### src/rtl/mem_access_ctrl_if.sv
// Data-bus bundle between the MEM-stage access controller and the memory
// system. The controller (master) drives the request side; the memory
// (slave) returns read data and the completion acknowledge.
interface mem_access_ctrl_if;
    logic        BusReq;
    logic        BusWe;
    logic [31:0] BusAddr;
    logic [3:0]  BusBE;
    logic [31:0] BusWData;
    logic [31:0] BusRData;
    logic        BusAck;

    modport master (
        output BusReq, BusWe, BusAddr, BusBE, BusWData,
        input  BusRData, BusAck
    );

    modport slave (
        input  BusReq, BusWe, BusAddr, BusBE, BusWData,
        output BusRData, BusAck
    );
endinterface

### src/rtl/mem_access_ctrl.sv
// MEM-stage data-memory access controller.
// Accepts load/store commands, rejects misaligned or contradictory ones,
// runs one req/ack transfer on the data bus, stalls the pipeline while the
// transfer is outstanding and hands the raw read word, Addr[1:0] and
// LoadType to the downstream byte-extract/sign-extend unit.
// Optional feature macro: MEM_TIMEOUT_EN (abandon a transfer after TIMEOUT
// cycles without acknowledge and flag BusErr).
module mem_access_ctrl #(
    parameter int TIMEOUT  = 16,
    parameter int TO_CNT_W = 5
) (
    input  logic                clk,
    input  logic                rst_n,
    input  logic                MemRead,
    input  logic                MemWrite,
    input  logic [2:0]          LoadType,
    input  logic [1:0]          StoreType,
    input  logic [31:0]         Addr,
    input  logic [31:0]         WriteData,
    mem_access_ctrl_if.master   bus,
    output logic                MemStall,
    output logic                MemValid,
    output logic [31:0]         MemData_o,
    output logic [1:0]          ALUOut_o,
    output logic [2:0]          LoadType_o,
    output logic                AddrErr,
    output logic [31:0]         BadAddr,
    output logic                BusErr
);
    // LoadType codes shared with the extract unit; any other code is a word load.
    localparam logic [2:0] LD_HALF  = 3'd1;
    localparam logic [2:0] LD_HALFU = 3'd2;
    localparam logic [2:0] LD_BYTE  = 3'd3;
    localparam logic [2:0] LD_BYTEU = 3'd4;
    // StoreType 2'b11 is reserved and handled as a word store.
    localparam logic [1:0] ST_HALF  = 2'b01;
    localparam logic [1:0] ST_BYTE  = 2'b10;

    typedef enum logic [1:0] {IDLE, REQ, DONE} state_t;

    state_t      state_reg;
    logic        bus_req_reg;
    logic        bus_we_reg;
    logic [31:0] bus_addr_reg;
    logic [3:0]  bus_be_reg;
    logic [31:0] bus_wdata_reg;
    logic        mem_valid_reg;
    logic [31:0] mem_data_reg;
    logic [1:0]  alu_out_reg;
    logic [2:0]  load_type_reg;
    logic        addr_err_reg;
    logic [31:0] bad_addr_reg;

    logic        acc_half;
    logic        acc_byte;
    logic        misaligned;
    logic        illegal;
    logic        req_ok;
    logic [3:0]  be_next;
    logic [31:0] wdata_next;

    // Access size comes from LoadType for loads and StoreType for stores.
    assign acc_half   = MemRead ? ((LoadType == LD_HALF) || (LoadType == LD_HALFU))
                                : (StoreType == ST_HALF);
    assign acc_byte   = MemRead ? ((LoadType == LD_BYTE) || (LoadType == LD_BYTEU))
                                : (StoreType == ST_BYTE);
    assign misaligned = acc_byte ? 1'b0 : (acc_half ? Addr[0] : (Addr[1:0] != 2'b00));
    assign illegal    = MemRead & MemWrite;
    assign req_ok     = (MemRead | MemWrite) & ~illegal & ~misaligned;

    // Stall the request cycle only for requests that will actually reach the bus.
    assign MemStall = (state_reg == REQ) || ((state_reg == IDLE) && req_ok);

    // Per-lane byte enable and replicated store data.
    genvar gi;
    generate
        for (gi = 0; gi < 4; gi++) begin : g_lane
            localparam logic [1:0] LANE = 2'(gi);
            assign be_next[gi] = MemRead | ~(acc_half | acc_byte)
                               | (acc_half & (Addr[1] == LANE[1]))
                               | (acc_byte & (Addr[1:0] == LANE));
            assign wdata_next[8*gi +: 8] = acc_byte ? WriteData[7:0]
                                         : acc_half ? WriteData[8*(gi%2) +: 8]
                                         : WriteData[8*gi +: 8];
        end
    endgenerate

    // A zero-width counter or a zero limit cannot describe a usable timeout.
    if (TO_CNT_W < 1 || TIMEOUT < 1) begin : g_timeout_cfg_invalid
    end

`ifdef MEM_TIMEOUT_EN
    localparam logic [TO_CNT_W-1:0] TO_LAST = TO_CNT_W'(TIMEOUT - 1);
    logic [TO_CNT_W-1:0] to_cnt_reg;
    logic                bus_err_reg;
    assign BusErr = bus_err_reg;
`else
    assign BusErr = 1'b0;
`endif

    // Access FSM: IDLE accepts/rejects, REQ holds the bus until ack, DONE reports.
    always_ff @(posedge clk) begin
        if (!rst_n) begin
            state_reg     <= IDLE;
            bus_req_reg   <= 1'b0;
            bus_we_reg    <= 1'b0;
            bus_addr_reg  <= 32'h0;
            bus_be_reg    <= 4'h0;
            bus_wdata_reg <= 32'h0;
            mem_valid_reg <= 1'b0;
            mem_data_reg  <= 32'h0;
            alu_out_reg   <= 2'b00;
            load_type_reg <= 3'd0;
            addr_err_reg  <= 1'b0;
            bad_addr_reg  <= 32'h0;
`ifdef MEM_TIMEOUT_EN
            to_cnt_reg    <= '0;
            bus_err_reg   <= 1'b0;
`endif
        end else begin
            mem_valid_reg <= 1'b0;
            addr_err_reg  <= 1'b0;
`ifdef MEM_TIMEOUT_EN
            bus_err_reg   <= 1'b0;
`endif
            case (state_reg)
                IDLE: begin
                    if (req_ok) begin
                        bus_req_reg   <= 1'b1;
                        bus_we_reg    <= MemWrite;
                        bus_addr_reg  <= {Addr[31:2], 2'b00};
                        bus_be_reg    <= be_next;
                        bus_wdata_reg <= wdata_next;
                        // Extract-unit sideband only tracks loads so it stays
                        // consistent with the read word it accompanies.
                        if (MemRead) begin
                            alu_out_reg   <= Addr[1:0];
                            load_type_reg <= LoadType;
                        end
`ifdef MEM_TIMEOUT_EN
                        to_cnt_reg    <= '0;
`endif
                        state_reg     <= REQ;
                    end else if (MemRead | MemWrite) begin
                        addr_err_reg <= 1'b1;
                        bad_addr_reg <= Addr;
                    end
                end
                REQ: begin
                    if (bus.BusAck) begin
                        bus_req_reg   <= 1'b0;
                        if (!bus_we_reg)
                            mem_data_reg <= bus.BusRData;
                        mem_valid_reg <= 1'b1;
                        state_reg     <= DONE;
                    end
`ifdef MEM_TIMEOUT_EN
                    else if (to_cnt_reg == TO_LAST) begin
                        bus_req_reg   <= 1'b0;
                        bus_err_reg   <= 1'b1;
                        mem_data_reg  <= 32'h0;
                        mem_valid_reg <= 1'b1;
                        state_reg     <= DONE;
                    end else begin
                        to_cnt_reg <= to_cnt_reg + 1'b1;
                    end
`endif
                end
                default: begin
                    state_reg <= IDLE;
                end
            endcase
        end
    end

    assign bus.BusReq   = bus_req_reg;
    assign bus.BusWe    = bus_we_reg;
    assign bus.BusAddr  = bus_addr_reg;
    assign bus.BusBE    = bus_be_reg;
    assign bus.BusWData = bus_wdata_reg;
    assign MemValid     = mem_valid_reg;
    assign MemData_o    = mem_data_reg;
    assign ALUOut_o     = alu_out_reg;
    assign LoadType_o   = load_type_reg;
    assign AddrErr      = addr_err_reg;
    assign BadAddr      = bad_addr_reg;
endmodule

### src/flat_wrapper.sv
// flat-port wrapper written by rule: the top's interface ports become plain ports
module mem_access_ctrl_flat 
#(
    parameter int TIMEOUT  = 16,
    parameter int TO_CNT_W = 5
)
  (clk, rst_n, MemRead, MemWrite, LoadType, StoreType, Addr, WriteData, MemStall, MemValid, MemData_o, ALUOut_o, LoadType_o, AddrErr, BadAddr, BusErr, bus_BusReq, bus_BusWe, bus_BusAddr, bus_BusBE, bus_BusWData, bus_BusRData, bus_BusAck);
  mem_access_ctrl_if bus_i ();
  input  logic clk;
  input  logic rst_n;
  input  logic MemRead;
  input  logic MemWrite;
  input  logic [2:0] LoadType;
  input  logic [1:0] StoreType;
  input  logic [31:0] Addr;
  input  logic [31:0] WriteData;
  output logic MemStall;
  output logic MemValid;
  output logic [31:0] MemData_o;
  output logic [1:0] ALUOut_o;
  output logic [2:0] LoadType_o;
  output logic AddrErr;
  output logic [31:0] BadAddr;
  output logic BusErr;
  output wire logic [$bits(bus_i.BusReq)-1:0] bus_BusReq;
  output wire logic [$bits(bus_i.BusWe)-1:0] bus_BusWe;
  output wire logic [$bits(bus_i.BusAddr)-1:0] bus_BusAddr;
  output wire logic [$bits(bus_i.BusBE)-1:0] bus_BusBE;
  output wire logic [$bits(bus_i.BusWData)-1:0] bus_BusWData;
  input wire logic [$bits(bus_i.BusRData)-1:0] bus_BusRData;
  input wire logic [$bits(bus_i.BusAck)-1:0] bus_BusAck;
  assign bus_BusReq = bus_i.BusReq;
  assign bus_BusWe = bus_i.BusWe;
  assign bus_BusAddr = bus_i.BusAddr;
  assign bus_BusBE = bus_i.BusBE;
  assign bus_BusWData = bus_i.BusWData;
  assign bus_i.BusRData = bus_BusRData;
  assign bus_i.BusAck = bus_BusAck;
  mem_access_ctrl #(.TIMEOUT(TIMEOUT), .TO_CNT_W(TO_CNT_W)) u_core (.clk(clk), .rst_n(rst_n), .MemRead(MemRead), .MemWrite(MemWrite), .LoadType(LoadType), .StoreType(StoreType), .Addr(Addr), .WriteData(WriteData), .bus(bus_i), .MemStall(MemStall), .MemValid(MemValid), .MemData_o(MemData_o), .ALUOut_o(ALUOut_o), .LoadType_o(LoadType_o), .AddrErr(AddrErr), .BadAddr(BadAddr), .BusErr(BusErr));
endmodule
### config.mk
export PLATFORM = sky130hd
export DESIGN_NAME = mem_access_ctrl_flat
export DESIGN_NICKNAME = d
export VERILOG_FILES = /design/src/rtl/mem_access_ctrl_if.sv /design/src/rtl/mem_access_ctrl.sv /design/src/flat_wrapper.sv
export SDC_FILE = /design/constraint.sdc
export NUM_CORES = 1
export LEC_CHECK = 0
export BUFFER_PORTS_ARGS = -buffer_cell sky130_fd_sc_hd__buf_2
export CAP_MARGIN = 20
export CELL_PAD_IN_SITES_DETAIL_PLACEMENT = 0
export CELL_PAD_IN_SITES_GLOBAL_PLACEMENT = 1
export CORE_ASPECT_RATIO = 0.8
export CORE_MARGIN = 2
export CORE_UTILIZATION = 25
export CTS_BUF_LIST = sky130_fd_sc_hd__clkbuf_4
export DETAILED_ROUTE_END_ITERATION = 8
export GPL_TIMING_DRIVEN = 0
export PLACE_DENSITY = 0.64
export SYNTH_ARGS = -nofsm -noshare
export SYNTH_HDL_FRONTEND = slang
export SYNTH_SLANG_ARGS = --single-unit
### constraint.sdc
create_clock -name clk -period 5.75 [get_ports clk]
set_input_delay 0.575 -clock clk [delete_from_list [all_inputs] [get_ports clk]]
set_output_delay 0.575 -clock clk [all_outputs]
set_load 0.1 [all_outputs]
==> Word-level counts from Yosys, hierarchy flattened <==
Index checks and enable logic that the tools add are counted.
Widths: inputs -> output; s select.
{ "totals": {"input_bits": 106, "reg_bits": 141} }
{ "op_classes": {"muxes": 17, "eq_ne": 12, "bitwise": 26, "reduce_logical": 16} }
{ "ops": {"columns": ["operator", "n"], "rows": [
  ["$mux 8", 5],
  ["$reduce_and 3->1", 4],
  ["$and 1x1->1", 9],
  ["$or 1x1->1", 9],
  ["$mux 1", 8],
  ["$not 1->1", 8],
  ["$eq 2x1->1 const B", 3],
  ["$eq 2x2->1 const B", 3],
  ["$eq 3x2->1 const B", 2],
  ["$reduce_and 2->1", 3],
  ["$logic_not 2->1", 2],
  ["$mux 2", 2],
  ["$pmux 2 s2", 1],
  ["$reduce_bool 2->1", 2],
  ["$eq 3x1->1 const B", 1],
  ["$eq 3x3->1 const B", 1],
  ["$logic_or 1x1->1", 3],
  ["$reduce_or 3->1", 1],
  ["$ne 2x1->1 const B", 1],
  ["$ne 2x2->1 const B", 1],
  ["$pmux 1 s2", 1],
  ["$logic_and 1x1->1", 1]
]} }

==> Longest topological paths before layout <==
Gate-level depths: netlist of the first run.
{ "logic_depth": {"ltp_word": 9, "ltp_mapped": 10, "ltp_nobuf": 6} }

==> Worst setup path before layout of the first run <==
OpenSTA, ideal clock, no wires.
{ "synth_timing": {"path_type": "input to output", "from": "in MemRead", "to": "out MemStall", "arrival_time_ns": 2.643, "path_stages": 8, "setup_slack_ns": 2.532, "cell_sequence": "clkbuf_1 inv_1 ha_1 nor3b_1 o31ai_2 buf_2 buf_2 nand2_1"} }
{ "synth_via": {"elab_chain_len": 7, "elab_cells_between_ends": 12, "classes_between": "4 x mux; 6 x bitwise; 2 x reduce/logical"} }
{ "synth_rtl": {"columns": ["element", "line_no", "source"], "rows": [
  ["from (decl)", "flat_wrapper.sv:11", "input logic MemRead;"],
  ["$mux 1", "mem_access_ctrl.sv:63", "assign acc_half = MemRead ? ((LoadType == LD_HALF) || (LoadType == LD_HALFU))"],
  ["$mux 1 (2 in series)", "mem_access_ctrl.sv:67", "assign misaligned = acc_byte ? 1'b0 : (acc_half ? Addr[0] : (Addr[1:0] != 2'b00));"],
  ["$not 1->1", "mem_access_ctrl.sv:69", "assign req_ok = (MemRead | MemWrite) & ~illegal & ~misaligned;"],
  ["$and 1x1->1 *", "mem_access_ctrl.sv:69", null],
  ["$logic_and 1x1->1 *", "mem_access_ctrl.sv:72", "assign MemStall = (state_reg == REQ) || ((state_reg == IDLE) && req_ok);"],
  ["$logic_or 1x1->1 *", "mem_access_ctrl.sv:72", null],
  ["to (decl)", "flat_wrapper.sv:17", "output logic MemStall;"]
]} }
Every way passes the cells marked *; elsewhere a longest branch is shown, timed or not.

==> Worst setup path in the final report of the first run <==
Same ends and word-level chain as after synthesis.

==> impl_metrics.py, run 1 <==
metrics = {
    "status": {
        "status": "finished, final reports clean",
    },
    "detailed_routing": {
        "via_count": 5656,
        "firstDrtPassIters": 4,
        "ant_nets": 0,
        "routed_wl_um": 20000,
        "drc": 0,
        "initialDrtViolationCount": 222,
        "viasPerCell": 4.52,
        "post_drt_wl_per_cell_um": 16.0,
    },
    "power_and_ir_drop": {
        "ir_drop_v": 0.000161,
        "leakage_nw": 3.59,
        "power_density_nw_per_um2": 360,
    },
    "grt": {
        "grt_first_pass_wirelength_um": 31100,
        "grt_pass1_vias": 5357,
        "grt_max_degree": 17,
        "grt_antenna_before_repair": 4,
        "grtUsageTotal": 0.164,
        "gr-total-overflow": 0,
    },
    "logic_synthesis": {
        "postSynthAreaPerCell_um2": 8.64,
        "seq_area_frac_synth": 0.491,
        "synthCells": 666,
        "yosys.area.top_type_share": 0.491,
        "synth.ff_latch_count": 141,
        "yosysTopAreaCell": "dfxtp_1",
        "synth-main-ff-cell": "dfxtp_1",
        "synth.top_cells.by_area": "dfxtp_1 49%, nand2_1 11%, a21boi_0 11%, nand3_1 4.3%, o21ai_0 3.5%",
        "netlist_area_um2": 5750,
        "synth_cell_types": 39,
        "synth-edff-count": 0,
        "synth-warning-count": 0,
        "async_flop_share": 0,
    },
    "clocking": {
        "cts_resized": 0,
        "cts_buffer_depth": 2,
        "cts_num_sinks": 141,
        "postCtsSetupRepairBufs": 0,
        "cts_made_buffers": 17,
        "clock_latency_ns": 0.54,
        "cts_root_buf": "clkbuf_4",
        "ctsHoldBuffers": 0,
        "cts.htree.levels": 4,
        "clkTransAtPathRegs_ns": 0.14,
        "tritoncts": "yes",
    },
    "timing": {
        "fin_ws_ns": 2.18,
        "setup_viol": 0,
        "slew_viol_final": 0,
        "max_slew.worst_pin.slew_ns": 0.975,
        "max_freq_mhz": 280,
        "rsz0062_at_grt": "no",
        "setup_tns_ns": 0,
        "fin_crit_ns": 3.57,
        "finalHoldViolations": 0,
        "min_period_over_period": 0.621,
        "slew_headroom": 0.345,
        "clock_skew_ns": 0.0167,
        "hold_ws_ns": 0.255,
    },
    "worst_setup_path": {
        "crit_top_cell": "buf_2",
        "cp.arrival_ns": 2.99,
        "critical_path.max_stage_delay_ns": 0.43,
        "path_cells": "buf_2, clkbuf_1, inv_1, ha_1, nor3b_1, o31ai_2, buf_2, buf_2, nand2_1, buf_2",
        "end_kind": "output port",
        "cpMaxStageDelayCell": "buf_2",
        "cp_max_fo": 10,
        "rr_startpoint": "u_core.state_reg[0]$_SDFFE_PN0P_",
        "critical_path_class": "in2out",
        "rr_worst_depth": 4,
        "startpoint_type": "input pin",
        "ff2ff_setup_slack_ns": 3.73,
        "cp_top_family": "buffers and inverters",
        "critPathRequiredTime_ns": 5.18,
        "reg2reg_to": "u_core.BadAddr[11]$_SDFFE_PN0P_",
        "timing.critical_path.buf_inv": 6,
    },
    "floorplanning": {
        "ios": 249,
        "die_h_um": 140,
        "die-area_um2": 24300,
        "design.core.area_um2": 22600,
        "start_util": 0.255,
        "fp.dieW_um": 174,
        "rows": 49,
    },
    "placement": {
        "dpl.hpwl_um": 15300,
        "gp_congestion": 0.790,
        "place_ws_ns": 2.16,
        "numPortBuffers": 244,
    },
    "finish": {
        "final_cell_mix": "259 x buf_2, 165 x nand2_1, 141 x dfxtp_1, 81 x a21boi_0, 49 x nand3_1",
        "drive_gt1_frac": 0.328,
        "fin_nets": 1038,
        "area_growth_pct": 33.7,
        "mostFrequentLayoutCell": "buf_2",
        "fin_util": 0.341,
    },
    "hold_path": {
        "min_from": "Addr[21]",
        "hp-class": "in2reg",
        "hold_depth": 3,
        "holdPathEnd": "u_core.bus.BusAddr[21]$_SDFFE_PN0P_",
    },
    "flow_run": {
        "maxCapViolCount": 0,
    },
}
==> per-layer routing <==
| metal | share of wire | up-vias | global-route usage | routed length (um) |
|---|---|---|---|---|
| met2 | 0.41 | 177 | 0.239 | 8290 |
| met5 | 0.0015 | - | 0 | 30 |
| li1 | - | 2814 | - | - |
| met3 | 0.084 | 20 | 0.0650 | 1680 |
| met1 | 0.49 | 2641 | 0.225 | 9800 |
| met4 | 0.011 | 4 | 0.0429 | 218 |
==> Yosys cell counts, types with 3 or more instances <==
master,n
nand2_1,165
dfxtp_1,141
a21boi_0,81
nand3_1,49
o21ai_0,40
clkbuf_1,36
a21boi_1,23
a21oi_1,20
mux2i_1,16
buf_2,15
o21ai_1,13
o211a_1,12
mux2_2,8
buf_4,6
nand4_1,5
and3_1,4
nor2_1,3
==> stage by stage <==
stage	total power [mW]	std cells	cell area (um2)
2_1_floorplan	1.84	668	5760
3_3_place_gp	2.05	1218	7370
3_5_place_dp	2.06	1218	7370
4_1_cts	2.81	1250	7690
5_1_grt	2.90	1251	7690
6_report	2.77	1251	7690
==> worst reg2reg max path, delay by kind of cell, from the launching register on <==
kind                   cells  cell delay, ns
AND/OR/NAND/NOR            2            0.93
AO/OA/AOI/OAI              1            0.19
buffers and inverters      1            0.45
flip-flops                 1            0.37
==> layout make-up <==
| type | count | area [um2] |
|---|---|---|
| fill | 2505 | 14900 |
| clock buffer | 17 | 128 |
| clock inverter | 15 | 195 |
| multi-input combinational | 467 | 2670 |
| timing repair buffer | 244 | 1220 |
| tap | 306 | 383 |
| buffer | 58 | 259 |
| antenna | 1 | 2.50 |
| sequential | 141 | 2820 |
| inverter | 2 | 7.51 |
==> worst max path at each step <==
stage          startpoint        to  cells past startpoint
2_1_floorplan     MemRead  MemStall                      8
3_3_place_gp      MemRead  MemStall                     10
3_5_place_dp      MemRead  MemStall                     10
4_1_cts           MemRead  MemStall                     10
5_1_grt           MemRead  MemStall                     10
6_report          MemRead  MemStall                     10
==> power by group <==
group          internal [mW]  switching (mW)  total (mW)
sequential              1.05          0.0347        1.08
combinational          0.171           0.769       0.940
clock                  0.344           0.398       0.742
==> cells by family (layout without fill, tap and decap cells) <==
logic type,Yosys count,count (layout),share of synthesized area
compound gates,196,196,0.232
simple gates,241,241,0.182
xor+xnor,2,2,0.00304
fa+ha+maj,1,1,0.00217
flops,141,141,0.491
buf+inv,60,336,0.0463
other cells,1,4,0.000652
mux,24,24,0.0435
No activity file was read; power rests on OpenSTA's default activity.
==> run 2: changes to the inputs <==
--- a/config.mk
+++ b/config.mk
@@ -5,6 +5,7 @@
 export SDC_FILE = /design/constraint.sdc
 export NUM_CORES = 1
 export LEC_CHECK = 0
+export ABC_AREA = 1
 export BUFFER_PORTS_ARGS = -buffer_cell sky130_fd_sc_hd__buf_2
 export CAP_MARGIN = 20
 export CELL_PAD_IN_SITES_DETAIL_PLACEMENT = 0
@@ -15,7 +16,7 @@
 export CTS_BUF_LIST = sky130_fd_sc_hd__clkbuf_4
 export DETAILED_ROUTE_END_ITERATION = 8
 export GPL_TIMING_DRIVEN = 0
-export PLACE_DENSITY = 0.64
+export PLACE_DENSITY = 0.68
 export SYNTH_ARGS = -nofsm -noshare
 export SYNTH_HDL_FRONTEND = slang
 export SYNTH_SLANG_ARGS = --single-unit
==> constraint.sdc (replaced) <==
create_clock -name clk -period 3 [get_ports clk]
set_input_delay 0.3 -clock clk [delete_from_list [all_inputs] [get_ports clk]]
set_output_delay 0.3 -clock clk [all_outputs]
set_load 0.1 [all_outputs]
==> impl_metrics.py, run 2 <==
metrics = {
    "logic_synthesis": {
        "yosys.area.top_type_share": 0.456,
        "synth-main-ff-cell": "dfxtp_1",
        "netlist_area_um2": 6190,
        "synth.top_cells.by_area": "dfxtp_1 46%, nand2_1 15%, nor2_1 15%, inv_1 6.9%, nand3_1 3.5%",
        "yosysTopAreaCell": "dfxtp_1",
        "synth-warning-count": 0,
        "postSynthAreaPerCell_um2": 6.49,
        "synth.ff_latch_count": 141,
        "async_flop_share": 0,
        "synthCells": 954,
        "synth.top_cells.by_count": "252 x nand2_1, 252 x nor2_1, 141 x dfxtp_1",
        "seq_area_frac_synth": 0.456,
        "synth_cell_types": 23,
        "synth-edff-count": 0,
    },
    "clocking": {
        "cts_made_buffers": 17,
        "tritoncts": "yes",
        "postCtsSetupRepairBufs": 0,
        "clkTransAtPathRegs_ns": 0.12,
        "cts_root_buf": "clkbuf_4",
        "cts_num_sinks": 141,
        "cts_buffer_depth": 2,
        "cts.htree.levels": 4,
        "clock_latency_ns": 0.54,
    },
    "power_and_ir_drop": {
        "power_density_nw_per_um2": 702,
        "ir_drop_v": 0.000304,
        "leakage_nw": 4.92,
        "finalPower_mw": 6.12,
    },
    "grt": {
        "grt_antenna_before_repair": 2,
        "grt_pass1_vias": 6356,
        "gr-total-overflow": 0,
        "grt_first_pass_wirelength_um": 34500,
        "grtUsageTotal": 0.169,
        "grt_max_degree": 17,
    },
    "worst_setup_path": {
        "rr_startpoint": "u_core.state_reg[1]$_SDFFE_PN0P_",
        "timing.critical_path.buf_inv": 6,
        "critPathRequiredTime_ns": 2.70,
        "cp_top_family": "buffers and inverters",
        "path_cells": "dlygate4sd3_1, buf_2, inv_1, ha_1, nand3_1, buf_4, buf_2, o21ai_0, buf_2",
        "critical_path_class": "in2out",
        "critical_path.max_stage_delay_ns": 0.54,
        "crit_top_cell": "buf_2",
        "reg2reg_to": "u_core.BadAddr[18]$_SDFFE_PN0P_",
        "cpMaxStageDelayCell": "dlygate4sd3_1",
        "startpoint_type": "input pin",
        "cp_max_fo": 10,
        "cp.arrival_ns": 2.37,
        "end_kind": "output port",
        "rr_worst_depth": 8,
        "ff2ff_setup_slack_ns": 1.00,
        "cp_num_cells": 9,
    },
    "detailed_routing": {
        "dr.max_layer_used": "met4",
        "ant_nets": 0,
        "met1_length_um": 11000,
        "drc": 0,
        "routed_wl_um": 22100,
        "initialDrtViolationCount": 325,
        "post_drt_wl_per_cell_um": 13.7,
        "viasPerCell": 4.09,
        "routed-wl-met2_um": 9310,
        "route.met3.wl_um": 1520,
        "firstDrtPassIters": 5,
        "via_count": 6594,
    },
    "floorplanning": {
        "start_util": 0.255,
        "design.core.area_um2": 24300,
        "die_h_um": 145,
        "ios": 249,
        "rows": 51,
        "die-area_um2": 26100,
        "fp.dieW_um": 180,
    },
    "hold_path": {
        "holdPathEnd": "u_core.bus.BusWData[7]$_SDFFE_PN0P_",
        "min_from": "WriteData[7]",
        "hp-class": "in2reg",
        "hold_depth": 3,
    },
    "timing": {
        "slew_headroom": 0.550,
        "fin_crit_ns": 2.67,
        "min_period_over_period": 0.889,
        "finalHoldViolations": 0,
        "max_freq_mhz": 375,
        "clock_skew_ns": 0.0414,
        "rsz0062_at_grt": "no",
        "setup_viol": 0,
        "setup_tns_ns": 0,
        "max_slew.worst_pin.slew_ns": 0.675,
        "slew_viol_final": 0,
    },
    "finish": {
        "final_cell_mix": "256 x buf_2, 252 x nor2_1, 252 x nand2_1, 141 x dfxtp_1, 114 x inv_1",
        "mostFrequentLayoutCell": "buf_2",
        "drive_gt1_frac": 0.249,
        "area_growth_pct": 40.7,
        "fin_nets": 1390,
    },
    "status": {
        "status": "finished, final reports clean",
    },
    "placement": {
        "dpl.hpwl_um": 16300,
        "gp_congestion": 0.791,
        "numPortBuffers": 244,
    },
    "flow_run": {
        "maxCapViolCount": 0,
    },
}
run 2: cell types whose count changed after synthesis, sizes merged, moves of 10 or more:
cell / delta
mux2i: -16
nor2: +250
inv: +114
o21ai: -19
o211a: -12
clkbuf: -10
a21boi: -105
a21oi: +14
nand2: +89
run 2: cell type report:
cell class,instances,area [um2]
Fill cell,2700,15600
Sequential cell,141,2820
Multi-Input combinational cell,642,2650
Timing Repair Buffer,308,1860
Inverter,116,435
Tap cell,318,398
Buffer,57,297
Clock buffer,18,135
Clock inverter,13,116
Antenna cell,1,2.50
run 2: how the worst max path moves through the flow:
| stage | from | endpoint | slack [ns] |
|---|---|---|---|
| global route | MemWrite | MemStall | 0.20 |
| CTS | MemWrite | MemStall | 0.28 |
| floorplan | u_core.state_reg[0]$_SDFFE_PN0P_ | MemStall | 0.25 |
| global placement | LoadType[0] | MemStall | 0.51 |
| finish | MemWrite | MemStall | 0.33 |
| detailed placement | LoadType[0] | MemStall | 0.53 |
run 2: repair_timing:
item	CTS	global route
resized for setup	0	0
hold buffers	64	0
endpoints found under the hold margin	64	0
run 2: logic make-up after synthesis:
group,after synthesis,synth area share
AOI/OAI and AO/OA,69,0.0564
DFF,141,0.456
and+or+nand+nor,569,0.367
adders and majority gates,1,0.00202
buffers and inverters,173,0.118
other,1,0.000605
run 2: worst min-delay path, stage by stage:
cell and delay, ns:
buf_2 0.12, nor2_1 0.05, nor2_1 0.08
run 2: report_power, final:
part           internal [mW]  total (mW)  switching [mW]
clock network          0.420        1.19           0.772
registers               2.08        2.19           0.104
logic                  0.518        2.74            2.22
total                   3.02        6.12            3.10
run 2: routing by layer:
layer,up-vias,track usage
li1,3506,-
met1,2887,0.232
met2,186,0.258
met3,15,0.0536
met4,0,0.0385
met5,-,0
run 2: through the flow:
stage | cells | utilization | hold slack [ns] | worst slack, ns | area, um2
3_3_place_gp | 1518 | 0.322 | 0.457 | 0.512 | 7820
4_1_cts | 1613 | 0.358 | 0.00590 | 0.282 | 8710
3_5_place_dp | 1518 | 0.322 | 0.461 | 0.527 | 7820
5_1_grt | 1614 | 0.358 | 0.0169 | 0.195 | 8720
6_report | 1614 | 0.358 | 0.0706 | 0.334 | 8720
2_1_floorplan | 956 | - | 0.435 | 0.245 | 6200
==> run 3: changes to the inputs <==
--- a/config.mk
+++ b/config.mk
@@ -10,13 +10,13 @@
 export CAP_MARGIN = 20
 export CELL_PAD_IN_SITES_DETAIL_PLACEMENT = 0
 export CELL_PAD_IN_SITES_GLOBAL_PLACEMENT = 1
-export CORE_ASPECT_RATIO = 0.8
 export CORE_MARGIN = 2
-export CORE_UTILIZATION = 25
+export CORE_UTILIZATION = 30
 export CTS_BUF_LIST = sky130_fd_sc_hd__clkbuf_4
 export DETAILED_ROUTE_END_ITERATION = 8
 export GPL_TIMING_DRIVEN = 0
-export PLACE_DENSITY = 0.68
+export PLACE_DENSITY = 0.79
+export SKIP_LAST_GASP = 1
 export SYNTH_ARGS = -nofsm -noshare
 export SYNTH_HDL_FRONTEND = slang
 export SYNTH_SLANG_ARGS = --single-unit
==> impl_metrics.py, run 3 (synthesis gave the netlist of run 2 again) <==
metrics = {
    "status": {
        "status": "finished, final reports clean",
    },
    "timing": {
        "clock_skew_ns": 0.0214,
        "setup_tns_ns": 0,
        "max_slew.worst_pin.slew_ns": 0.675,
        "setup_viol": 0,
        "min_period_over_period": 0.946,
        "slew_viol_final": 0,
        "slew_headroom": 0.550,
        "max_freq_mhz": 352,
        "finalHoldViolations": 0,
        "fin_crit_ns": 2.84,
        "rsz0062_at_grt": "no",
    },
    "detailed_routing": {
        "viasPerCell": 4.23,
        "drc": 0,
        "firstDrtPassIters": 5,
        "initialDrtViolationCount": 281,
        "ant_nets": 0,
        "post_drt_wl_per_cell_um": 13.2,
        "via_count": 6651,
        "routed_wl_um": 20800,
    },
    "floorplanning": {
        "start_util": 0.306,
        "rows": 52,
        "design.core.area_um2": 20200,
        "ios": 249,
        "die_h_um": 148,
        "die-area_um2": 21800,
        "fp.dieW_um": 148,
    },
    "clocking": {
        "cts.htree.levels": 4,
        "clock_latency_ns": 0.54,
        "cts_buffer_depth": 2,
        "postCtsSetupRepairBufs": 0,
        "cts_num_sinks": 141,
        "tritoncts": "yes",
        "cts_made_buffers": 17,
        "cts_root_buf": "clkbuf_4",
        "clkTransAtPathRegs_ns": 0.13,
    },
    "grt": {
        "grt_pass1_vias": 6509,
        "gr-total-overflow": 0,
        "grtUsageTotal": 0.192,
        "grt_antenna_before_repair": 1,
        "grt_max_degree": 17,
        "grt_first_pass_wirelength_um": 33100,
    },
    "finish": {
        "filler_cell_count": 2161,
        "fin_nets": 1395,
        "final_cell_mix": "255 x buf_2, 252 x nor2_1, 252 x nand2_1, 141 x dfxtp_1, 114 x inv_1",
        "area_growth_pct": 40.6,
        "fin_util": 0.430,
        "drive_gt1_frac": 0.248,
        "multiInputGateArea_um2": 2650,
        "mostFrequentLayoutCell": "buf_2",
        "seqCellArea_um2": 2820,
    },
    "worst_setup_path": {
        "cp.arrival_ns": 2.54,
        "reg2reg_to": "u_core.BadAddr[6]$_SDFFE_PN0P_",
        "cp_max_fo": 10,
        "ff2ff_setup_slack_ns": 0.90,
        "rr_startpoint": "u_core.state_reg[1]$_SDFFE_PN0P_",
        "critPathRequiredTime_ns": 2.70,
        "rr_worst_depth": 7,
        "end_kind": "output port",
        "critical_path_class": "in2out",
        "cpMaxStageDelayCell": "dlygate4sd3_1",
        "crit_top_cell": "buf_2",
        "startpoint_type": "input pin",
        "critical_path.max_stage_delay_ns": 0.53,
        "crit_end": "MemStall",
        "cp-startpoint": "LoadType[0]",
        "path_cells": "dlygate4sd3_1, buf_2, nor2_1, nor2_4, nand2_4, nand3_4, nand3_2, nand3_1, buf_4, buf_2, o21ai_0, clkbuf_4",
    },
    "flow_run": {
        "maxCapViolCount": 0,
    },
    "placement": {
        "numPortBuffers": 244,
        "gp_congestion": 0.853,
        "dpl.hpwl_um": 15100,
    },
    "hold_path": {
        "hp-class": "in2reg",
        "min_from": "WriteData[0]",
    },
    "power_and_ir_drop": {
        "ir_drop_v": 0.000310,
        "leakage_nw": 4.94,
        "power_density_nw_per_um2": 699,
    },
}
run 3: repair_timing:
item	4_1_cts	5_1_grt
endpoints found under the setup margin	0	1
hold endpoints to repair	69	0
hold buffers	69	0
gates resized for setup	0	1
run 3: per-layer routing:
layer  part of all wire  vias up  global-route usage
met5                  0        -                   0
met4              0.021        0              0.0678
met1               0.46     2934               0.239
met2               0.47      173               0.319
li1                   -     3522                   -
met3              0.053       22              0.0519
run 3: per-stage QoR:
| step | power, mW | instance area (um2) | cells | setup slack (ns) | hold slack (ns) |
|---|---|---|---|---|---|
| final | 6.09 | 8710 | 1572 | 0.162 | 0.0733 |
| after global routing | 6.43 | 8710 | 1572 | 0.0510 | 0.0109 |
| after CTS | 6.16 | 8710 | 1571 | 0.0629 | 0.00119 |
| after detailed placement | 4.90 | 7760 | 1470 | 0.610 | 0.459 |
| after global placement | 4.89 | 7760 | 1470 | 0.600 | 0.452 |
| after floorplan | 4.40 | 6200 | 956 | 0.245 | 0.435 |
run 3: area by class of cell:
type / count / area share
clock buffers: 18 / 0.0155
well taps: 270 / 0.0388
inverters: 116 / 0.0500
multi-input cells: 642 / 0.304
flip-flops and latches: 141 / 0.324
plain buffers: 57 / 0.0340
diodes: 1 / 0.000287
repair buffers: 313 / 0.220
clock inverters: 14 / 0.0136
run 3: worst min path at each step:
stage	end	slack [ns]	cells after the start
final	u_core.bus.BusWData[0]$_SDFFE_PN0P_	0.07	3
after global routing	u_core.ALUOut_o[0]$_SDFFE_PN0P_	0.01	3
after CTS	u_core.ALUOut_o[0]$_SDFFE_PN0P_	0.001	3
after detailed placement	u_core.bus.BusReq$_SDFFE_PN0P_	0.46	2
after global placement	u_core.bus.BusReq$_SDFFE_PN0P_	0.45	2
after floorplan	u_core.ALUOut_o[0]$_SDFFE_PN0P_	0.43	2
run 3: worst max-delay path, delay by kind of cell:
kind / cells / cell delay [ns]
and+or+nand+nor: 6 / 0.72
AOI/OAI and AO/OA: 1 / 0.10
buffers and inverters: 5 / 1.42
run 3: where the power goes:
part / leakage [nW] / switching, mW / internal (mW) / total [mW]
registers: 1.16 / 0.101 / 2.08 / 2.18
logic: 3.65 / 2.21 / 0.524 / 2.74
clock network: 0.132 / 0.746 / 0.419 / 1.17
